===== src/rtl/cache_control.sv =====
`default_nettype none
// ============================================================================
//  Module      : cache_control
//  Description : Cache controller FSM (IDLE / WRITEBACK / ALLOCATE) with
//                zero-wait hits, dirty-victim writeback and line allocate.
//                Optional saturating performance counters are built only
//                when the macro CACHE_CTRL_PERF_CNT_EN is defined; otherwise
//                hit_count / miss_count / wb_count are tied to zero.
//  Revision    : 1.0 - initial release
// ============================================================================
module cache_control #(
   parameter int CNT_WIDTH = 16
) (
   input  logic                 clk,
   input  logic                 rst,
   input  logic                 mem_read,
   input  logic                 mem_write,
   output logic                 mem_resp,
   input  logic                 hit,
   input  logic                 dirty,
   output logic                 dp_write_enable,
   output logic                 dp_control_load,
   output logic                 pmem_addr_sel,
   output logic                 pmem_read,
   output logic                 pmem_write,
   input  logic                 pmem_resp,
   output logic [CNT_WIDTH-1:0] hit_count,
   output logic [CNT_WIDTH-1:0] miss_count,
   output logic [CNT_WIDTH-1:0] wb_count
);

   localparam logic [1:0] ST_IDLE      = 2'd0;
   localparam logic [1:0] ST_WRITEBACK = 2'd1;
   localparam logic [1:0] ST_ALLOCATE  = 2'd2;

   logic [1:0] state;
   logic [1:0] state_next;
   logic       req;

   // A simultaneous read and write is handled as a write: dp_write_enable
   // follows mem_write alone, and both simply raise the request.
   assign req = mem_read | mem_write;

   // State register; reset abandons any outstanding memory transaction.
   always_ff @(posedge clk) begin
      if (rst) begin
         state <= ST_IDLE;
      end else begin
         state <= state_next;
      end
   end

   // Next-state logic.
   always_comb begin
      state_next = state;
      case (state)
         ST_IDLE: begin
            if (req && !hit) begin
               state_next = dirty ? ST_WRITEBACK : ST_ALLOCATE;
            end
         end
         ST_WRITEBACK: begin
            // If the CPU withdrew its request, finish the writeback and
            // go home instead of fetching a line nobody is waiting for.
            if (pmem_resp) begin
               state_next = req ? ST_ALLOCATE : ST_IDLE;
            end
         end
         ST_ALLOCATE: begin
            if (pmem_resp) begin
               state_next = ST_IDLE;
            end
         end
         default: state_next = ST_IDLE;
      endcase
   end

   // Output decode; everything is forced low while reset is asserted.
   always_comb begin
      mem_resp        = 1'b0;
      dp_write_enable = 1'b0;
      dp_control_load = 1'b0;
      pmem_addr_sel   = 1'b0;
      pmem_read       = 1'b0;
      pmem_write      = 1'b0;
      if (!rst) begin
         case (state)
            ST_IDLE: begin
               if (req && hit) begin
                  mem_resp        = 1'b1;
                  dp_write_enable = mem_write;
               end
            end
            ST_WRITEBACK: begin
               pmem_write    = 1'b1;
               pmem_addr_sel = 1'b1;
            end
            ST_ALLOCATE: begin
               pmem_read       = 1'b1;
               dp_control_load = pmem_resp;
            end
            default: ;
         endcase
      end
   end

`ifdef CACHE_CTRL_PERF_CNT_EN
   localparam logic [CNT_WIDTH-1:0] CNT_ONE = {{(CNT_WIDTH-1){1'b0}}, 1'b1};
   localparam logic [CNT_WIDTH-1:0] CNT_MAX = {CNT_WIDTH{1'b1}};

   logic missed;
   logic hit_evt;
   logic miss_evt;
   logic wb_evt;

   // The hit that completes a previously missed request is not a new hit.
   assign hit_evt  = (state == ST_IDLE) && req && hit && !missed;
   assign miss_evt = (state == ST_IDLE) && req && !hit;
   assign wb_evt   = (state == ST_WRITEBACK) && pmem_resp;

   // Remember that the current request already missed; any other IDLE
   // cycle (service or no request) closes the request.
   always_ff @(posedge clk) begin
      if (rst) begin
         missed <= 1'b0;
      end else if (miss_evt) begin
         missed <= 1'b1;
      end else if (state == ST_IDLE) begin
         missed <= 1'b0;
      end
   end

   // Saturating hit counter.
   always_ff @(posedge clk) begin
      if (rst) begin
         hit_count <= '0;
      end else if (hit_evt && (hit_count != CNT_MAX)) begin
         hit_count <= hit_count + CNT_ONE;
      end
   end

   // Saturating miss counter.
   always_ff @(posedge clk) begin
      if (rst) begin
         miss_count <= '0;
      end else if (miss_evt && (miss_count != CNT_MAX)) begin
         miss_count <= miss_count + CNT_ONE;
      end
   end

   // Saturating writeback counter.
   always_ff @(posedge clk) begin
      if (rst) begin
         wb_count <= '0;
      end else if (wb_evt && (wb_count != CNT_MAX)) begin
         wb_count <= wb_count + CNT_ONE;
      end
   end
`else
   assign hit_count  = '0;
   assign miss_count = '0;
   assign wb_count   = '0;
`endif

endmodule
`default_nettype wire

===== config.mk =====
export PLATFORM = sky130hd
export DESIGN_NAME = cache_control
export DESIGN_NICKNAME = d
export VERILOG_FILES = /design/src/rtl/cache_control.sv
export SDC_FILE = /design/constraint.sdc
export NUM_CORES = 1
export LEC_CHECK = 0
export CAP_MARGIN = 30
export CORE_AREA = 2 2 39 41
export DETAILED_ROUTE_END_ITERATION = 8
export DIE_AREA = 0 0 41 43
export DONT_BUFFER_PORTS = 1
export PLACE_DENSITY = 0.68
export SLEW_MARGIN = 20
export SYNTH_ARGS = -nofsm -noshare
export SYNTH_HDL_FRONTEND = slang
export SYNTH_SLANG_ARGS = --single-unit

===== constraint.sdc =====
create_clock -name clk -period 1.2 [get_ports clk]
set_clock_uncertainty 0.15 [all_clocks]
set_input_delay 0.12 -clock clk [delete_from_list [all_inputs] [get_ports clk]]
set_output_delay 0.12 -clock clk [all_outputs]
set_load 0.02 [all_outputs]

* Word-level counts from Yosys, hierarchy flattened
Index checks and enable logic that the tools add are counted.
Operators by class: reduce and logical (&&, ||, !) cells 5, multiplexer cells 18, equality and inequality tests 5, bitwise gates (word level) 1
Operators with widths (count):
- 2-to-1 mux 1 bit | 12
- 2-to-1 mux 2 bit | 5
- inequality test 2 bit, second input constant | 3
- one-hot mux 2 bit (3 select lines) | 1
- AND reduction 3 bit | 1
- equality test 2 x 1 -> 1 bit, second input constant | 1
- equality test 2 bit, second input constant | 1
- logical AND 1 bit | 2
- zero test 2 bit | 1
- zero test 1 bit | 1
- bitwise OR 1 bit | 1
Word-level totals: logic and storage cells 30, input port bits 7, output and inout bits 54, flip-flop bits (word level) 2

* Logic depth before layout (Yosys ltp)
Gate-level depths: netlist of run 1.
depth after elaboration 5, mapped depth 3, depth with buffers taken out 3

* Worst setup path before layout of run 1
No wires, ideal clock.
kind register to output, from register state[0], to output pmem_write, data arrival time 1.284 ns, buffers on the path 1, slack -0.354 ns, data required time 0.930 ns, stages on the path, launching flop included 4, cells stage by stage dfxtp_1 -> inv_1 -> nor3_1 -> buf_4
On the way: word-level cells in the longest chain between the ends 3
Ends and longest elaborated chain:
- from (decl) | RTL line 36 | logic [1:0] state;
- from (signal assigned) | RTL line 49 | state <= state_next;
- equality test 2 x 1 -> 1 bit
- 2-to-1 mux 1 bit (2 in series)
- to (decl) | RTL line 25 | output logic pmem_write,
No other way between the ends.

* Worst setup path after layout of run 1
from register state[1], to output pmem_addr_sel
On the way: word-level cells in the longest chain between the ends 3
Ends and longest elaborated chain:
- equality test 2 x 1 -> 1 bit | RTL line 87 | case (state)
- 2-to-1 mux 1 bit | RTL line 87
- 2-to-1 mux 1 bit | RTL line 86 | if (!rst) begin
- to (decl) | RTL line 23 | output logic pmem_addr_sel,
No other way between the ends.

==> summary.md, run 1 <==
| Metric | Value |
|---|---|
| Violated checks | hold timing, setup timing |
| DR vias/cell | 3.37 |
| Global Route met3 Usage | 12.6% |
| Vias in the first global route | 246 |
| Final period util | 115% |
| Critical path endpoint category | primary output |
| Critical Path, Cell by Cell | buf_6 > buf_6 > nor3_4 > buf_12 |
| H-Tree Depth | 1 |
| Worst stage delay on the critical path | 0.32 ns |
| Top post-synthesis cells by area | buf_4, dfxtp_1, o21bai_4 |
| Final std cells w/o fill | between 90 and 100 |
| Count of cell types in the netlist | 17 |
| Die width | ~41 µm |
| Slowest cell on the critical path | dfxtp_2 |
| P&R area growth vs syn | -6.57% |
| Synthesized area | 533 µm² |
| CTS Sinks | 2 |
| Worst-path clk slew | 0.03 ns |
| Port Buf Inserts | 0 |
| I/O pins | 61 |
| Status | finished, violations left |
| Setup CP Type | reg -> out |
| Total Power | 441 µW |
| Pwr dens | ~900 nW/µm² |
| Peak Freq | 723 MHz |
| Startpoint of the worst register-to-register path | state[1] |
| Final hold violations | 2 |
| Top flop regs | state (2) |
| Final instance area | 498 µm² |
| FF+latch count, synth | 2 |
| Clock buffer depth | 2 |
| Reg-to-reg endpoint | state[1] |
| Critical Path AT | 1.11 ns |
| Worst Hold Path EP | state[1] |
| Setup violators final | 7 |
| Worst-path fanout max | 3 |
| Gate Count Post-Synth | 68 |
| Worst r2r path cells | 3 |
| Final core utilization | 36.0% |
| Filler instances | 155 |
| Most used cell, CP | buf_6 |
| Worst-Skew Late Latency | 0.23 ns |
| Clock buffer count from CTS | 3 |
| Antenna violations before repair | 0 |
| Top reg by flops | state |
| 1st-iter DRT viols | 2 |
| WHS Path Cells | 1 |
| Reg2Reg Setup Slack | -0.05 ns |
| Num rows | 14 |
| LEAKAGE | 0.270 nW |
| Hold crit path type | in -> reg |
| Remaining DRCs | 0 |
| Routed WL per cell | 7.64 µm |
| Worst path top cell family by delay | buffers and inverters |
| Ys Warns | 0 |
| Buf+Inv Stages, Crit Path | 3 |
| Post-Place Cells | 88 |
| Global-route wire length before repair | 979 µm |
| Met2 usage | 10.6% |
| Required time of the critical path | 0.93 ns |
| Global-route usage over all layers | 9.22% |
| Post-synthesis sequential area ratio | 7.51% |
| Initial Util | about two fifths |
| Largest net degree at the start of global routing | 5 |
| # Post-CTS Setup Buffers | 0 |
| M1 GR Usage | 8.95% |
| Antenna diodes | 0 |
| Total grt overflow | 0 |
| Max-slew violation count | 0 |
| Element type at the critical path start | register |
| Mean Syn Cell Area | 7.84 µm² |
| Worst Hold Slack | -0.206 ns |
| Crit path time final | 1.38 ns |
| Die area | approximately 1800 µm² |
| Cell taking the most area after synthesis | buf_4 |
| Max Cap Violations | 0 |
| CTS root buf | clkbuf_4 |
| Nets@finish | 84 |
| CTS tree | built |
| WL final | 695 µm |
| Final GP Congestion | 0.745 |
| Vias post-DR | 307 |
| Largest register FFs | 2 |
| Core area | 1380 µm² |
| Yosys top cell area share | roughly 69% |
| Vert. Die Dim | 43 µm |
| Dpl cell area | 442 µm² |
| Antenna-violating nets left | 0 |
| Setup slack after layout | -0.183 ns |
| RSZ-0062 raised after global routing | yes |
| GRT Max-Usage Layer | met3 |
| Layout cells sized above 1 | 26.7% |
| HPWL after detailed placement | 613 µm |
| Pre-Repair DR Iteration Count | 2 |
| Hold_sp | rst |
| IR drop worst, VDD | 0.717 mV |
## cells in the mapped netlist
master / n
buf_4: 49
and2_1: 2
dfxtp_1: 2
nor2_1: 2
a21oi_1: 1
and4_1: 1
conb_1: 1
inv_1: 1
nand2_1: 1
nor3_1: 1
nor3b_2: 1
o2111a_1: 1
o21bai_4: 1
o22ai_1: 1
o2bb2a_1: 1
or3b_1: 1
or4_1: 1
## worst reg2reg max path: cells and delay by family (launching register included)
| family | cells | cell delay (ns) |
|---|---|---|
| DFF | 1 | 0.32 |
| and+or+nand+nor | 1 | 0.41 |
| AOI/OAI and AO/OA | 2 | 0.30 |
## kinds of logic (layout without fill, tap and decap cells)
group	count (synthesis)	after routing	synth area share [%]
buf+inv	50	10	69.7
simple gates	10	10	12.4
compound gates	5	5	9.62
flops	2	2	7.51
other cells	1	48	0.704
## per-stage QoR
step	worst slack, ns	setup TNS (ns)
final	-0.183	-0.902
after global routing	-0.219	-1.25
after CTS	-0.210	-1.09
after detailed placement	-0.0476	-0.106
after global placement	-0.0202	-0.0435
after floorplan	-0.0126	-0.0126
## power breakdown
group          internal [mW]  switching (mW)  leakage (nW)
Combinational         0.0462           0.166         0.239
Clock                  0.111          0.0416        0.0138
Sequential            0.0721         0.00417        0.0172
Total                  0.229           0.212         0.270
## worst max-delay path by stage
stage / from / end / slack, ns / cells past startpoint
finish: state[1] / pmem_addr_sel / -0.18 / 4
global route: state[1] / pmem_addr_sel / -0.22 / 4
CTS: state[1] / pmem_addr_sel / -0.21 / 4
detailed placement: state[1] / state[1] / -0.05 / 3
global placement: state[1] / dp_write_enable / -0.02 / 3
floorplan: state[1] / state[1] / -0.01 / 3
## cell type report
type / instances / area (µm²) / area share, %
tap: 16 / 20.0 / 4.02
timing repair buffer: 6 / 72.6 / 14.6
multi-input combinational: 63 / 337 / 67.6
inverter: 1 / 3.75 / 0.754
clock buffer: 3 / 22.5 / 4.52
sequential: 2 / 42.5 / 8.54
## routing by layer
layer	up-vias	share of wire, %
met4	0	1.2
met5	-	0
met1	135	32
li1	135	-
met3	2	23
met2	35	43
## cells in the final DEF, fill, tap and decap left out
cell type / instances
conb_1: 48
buf_6: 4
nor2_1: 1
and2_1: 1
o2bb2a_1: 1
o2111a_2: 1
and2_4: 1
o21bai_4: 1
inv_1: 1
buf_12: 1
or4_4: 1
clkbuf_4: 3
dfxtp_2: 2
nor2_4: 1
o22ai_1: 1
a21oi_2: 1
nor3_4: 1
nor3b_4: 1
or3b_1: 1
and4_4: 1
nand2_1: 1
buf_4: 1
## repair_timing
item	4_1_cts	5_1_grt
pin swaps	5	3
hold endpoints to repair	2	2
cloned	0	0
endpoints found under the setup margin	7	7
resized for setup	9	2
(Power assumes the default switching activity.)
==> run 2: changes to the inputs <==
--- a/config.mk
+++ b/config.mk
@@ -6,11 +6,11 @@
 export NUM_CORES = 1
 export LEC_CHECK = 0
 export CAP_MARGIN = 30
-export CORE_AREA = 2 2 39 41
+export CORE_UTILIZATION = 40
 export DETAILED_ROUTE_END_ITERATION = 8
-export DIE_AREA = 0 0 41 43
 export DONT_BUFFER_PORTS = 1
 export PLACE_DENSITY = 0.68
+export SKIP_LAST_GASP = 1
 export SLEW_MARGIN = 20
 export SYNTH_ARGS = -nofsm -noshare
 export SYNTH_HDL_FRONTEND = slang
==> summary.md, run 2 (synthesis results as in run 1) <==
| Metric | Value |
|---|---|
| Status | finished, violations left |
| Violated checks | hold timing, setup timing |
| IR drop worst, VDD | 0.301 mV (-58%) |
| FF+latch area | 42.5 µm² (unchanged) |
| Antenna diodes | 0 (unchanged) |
| Largest register FFs | 2 (unchanged) |
| I/O pins | 61 (unchanged) |
| Core area | 1170 µm² (-15%) |
| Met2 usage | 11.7% (+1.0 points) |
| Initial Util | 45.5% (+7.0 points) |
| M1 GR Usage | 7.59% (-1.4 points) |
| Global Route met3 Usage | 5.23% (-7.3 points) |
| Filler instances | 124 (-20%) |
| Total grt overflow | 0 (unchanged) |
| Vias in the first global route | 192 (-22%) |
| H-Tree Depth | 1 (unchanged) |
| Pwr dens | 867 nW/µm² (-2.1%) |
| Max Cap Violations | 0 (unchanged) |
| Top flop regs | state (2) |
| Area of the multi-input gates | 345 µm² (+2.6%) |
| Most frequent cells in the layout | conb_1, clkbuf_4 |
| Die area | 1480 µm² (-16%) |
| Antenna violations before repair | 0 (unchanged) |
| Setup slack after layout | -0.112 ns (+0.0705 ns) |
| Setup CP Type | reg -> out |
| LEAKAGE | 0.274 nW (+1.5%) |
| Clock buffer count from CTS | 3 (unchanged) |
| Antenna-violating nets left | 0 (unchanged) |
| Final period util | 109% (-5.9 points) |
| Worst-path fanout max | 4 (+1) |
| Global-route usage over all layers | 8.11% (-1.1 points) |
| WL final | 698 µm (+0.43%) |
| Critical Path AT | 1.04 ns (-0.07 ns) |
| Critical path endpoint category | primary output |
| Worst-Skew Late Latency | 0.22 ns (about the same) |
| Pre-Repair DR Iteration Count | 4 (+2) |
| Peak Freq | 762 MHz (+5.4%) |
| Final GP Congestion | 0.521 (-30%) |
| Worst-path clk slew | 0.03 ns (about the same) |
| CTS tree | built |
| Most common cell after layout, fill and taps aside | conb_1 |
| Required time of the critical path | 0.93 ns (about the same) |
| Max-slew violation count | 0 (unchanged) |
| Nets@finish | 85 (+1.2%) |
| Top reg by flops | state |
| Clock buffer depth | 2 (unchanged) |
| Routed WL per cell | 7.76 µm (+1.5%) |
| HPWL after detailed placement | 497 µm (-19%) |
| Vert. Die Dim | 38.5 µm (-10%) |
| Largest net degree at the start of global routing | 5 (unchanged) |
| Hold crit path type | in -> reg |
| 1st-iter DRT viols | 5 (+3) |
| Port Buf Inserts | 0 (unchanged) |
| Global-route wire length before repair | 759 µm (-22%) |
| Element type at the critical path start | register |
| Setup TNS | -0.623 ns (+0.279 ns) |
| Worst Hold Slack | -0.0681 ns (+0.138 ns) |
| CTS Sinks | 2 (unchanged) |
| Crit path time final | 1.31 ns (-0.0705 ns) |
| Die width | 38.5 µm (-6.1%) |
| RSZ-0062 raised after global routing | yes |
| Remaining DRCs | 0 (unchanged) |
| Num rows | 12 (-2) |
| Layout cells sized above 1 | 27.6% (+0.96 points) |
| Setup violators final | 8 (+1) |
| CTS root buf | clkbuf_4 |
| DR vias/cell | 3.46 (+2.4%) |
| Vias post-DR | 311 (+1.3%) |
| P&R area growth vs syn | -4.46% |
| Final hold violations | 1 (-1) |
| GRT Max-Usage Layer | met2 |
run 2: area by class of cell:
class,instances,share of cell area (%)
repair buffers,7,15.2
inverters,1,0.737
clock buffers,3,4.42
flip-flops and latches,2,8.35
well taps,14,3.44
multi-input cells,63,67.8
run 2: worst paths after layout:
path | startpoint | end | slack [ns] | cells past startpoint
setup reg to reg | state[1] | state[1] | -0.05 | 3
hold reg to reg | state[0] | state[1] | 0.42 | 2
setup / recovery | state[1] | mem_resp | -0.11 | 3
hold / removal | hit | state[1] | -0.07 | 2
run 2: critical path, cell delays in order, from the launching register on:
cell and delay (ns):
dfxtp_2 0.31, buf_6 0.12, nor2_4 0.11, o2111a_2 0.27
run 2: per-stage QoR:
| stage | area (µm²) | power [mW] | instances | utilization (%) | setup WS (ns) |
|---|---|---|---|---|---|
| 2_1_floorplan | 736 | 0.371 | 115 | - | -0.0126 |
| 3_3_place_gp | 424 | 0.264 | 84 | 36.2 | -0.0237 |
| 3_5_place_dp | 424 | 0.265 | 84 | 36.2 | -0.0269 |
| 4_1_cts | 465 | 0.428 | 87 | 39.7 | -0.118 |
| 5_1_grt | 509 | 0.477 | 90 | 43.5 | -0.160 |
| 6_report | 509 | 0.441 | 90 | 43.5 | -0.112 |
run 2: power breakdown:
part           internal, mW  switching, mW
Combinational        0.0492          0.170
Sequential           0.0720        0.00366
Clock                 0.110         0.0363
run 2: repair_timing:
action,CTS,global route
hold endpoints to repair,2,2
buffers inserted,0,1
resized for setup,7,4
endpoints found under the setup margin,7,8
pin swaps,5,6
run 2: metal layers:
layer | vias to the layer above | wire (µm)
li1 | 138 | -
met1 | 132 | 177
met2 | 41 | 380
met3 | 0 | 140
met4 | 0 | 0
met5 | - | 0
==> run 3: changes to the inputs <==
--- a/config.mk
+++ b/config.mk
@@ -9,6 +9,7 @@
 export CORE_UTILIZATION = 40
 export DETAILED_ROUTE_END_ITERATION = 8
 export DONT_BUFFER_PORTS = 1
+export MAX_ROUTING_LAYER = met4
 export PLACE_DENSITY = 0.68
 export SKIP_LAST_GASP = 1
 export SLEW_MARGIN = 20
==> results of run 3 <==
The final DEF is identical to that of run 2; final timing and power are the same.
Main changes from that run: final weighted congestion in routability-driven placement 0.521 -> 0.522; via count of the first global-routing pass 192 -> 191; overall routing resource usage 8.11% -> 8.31%
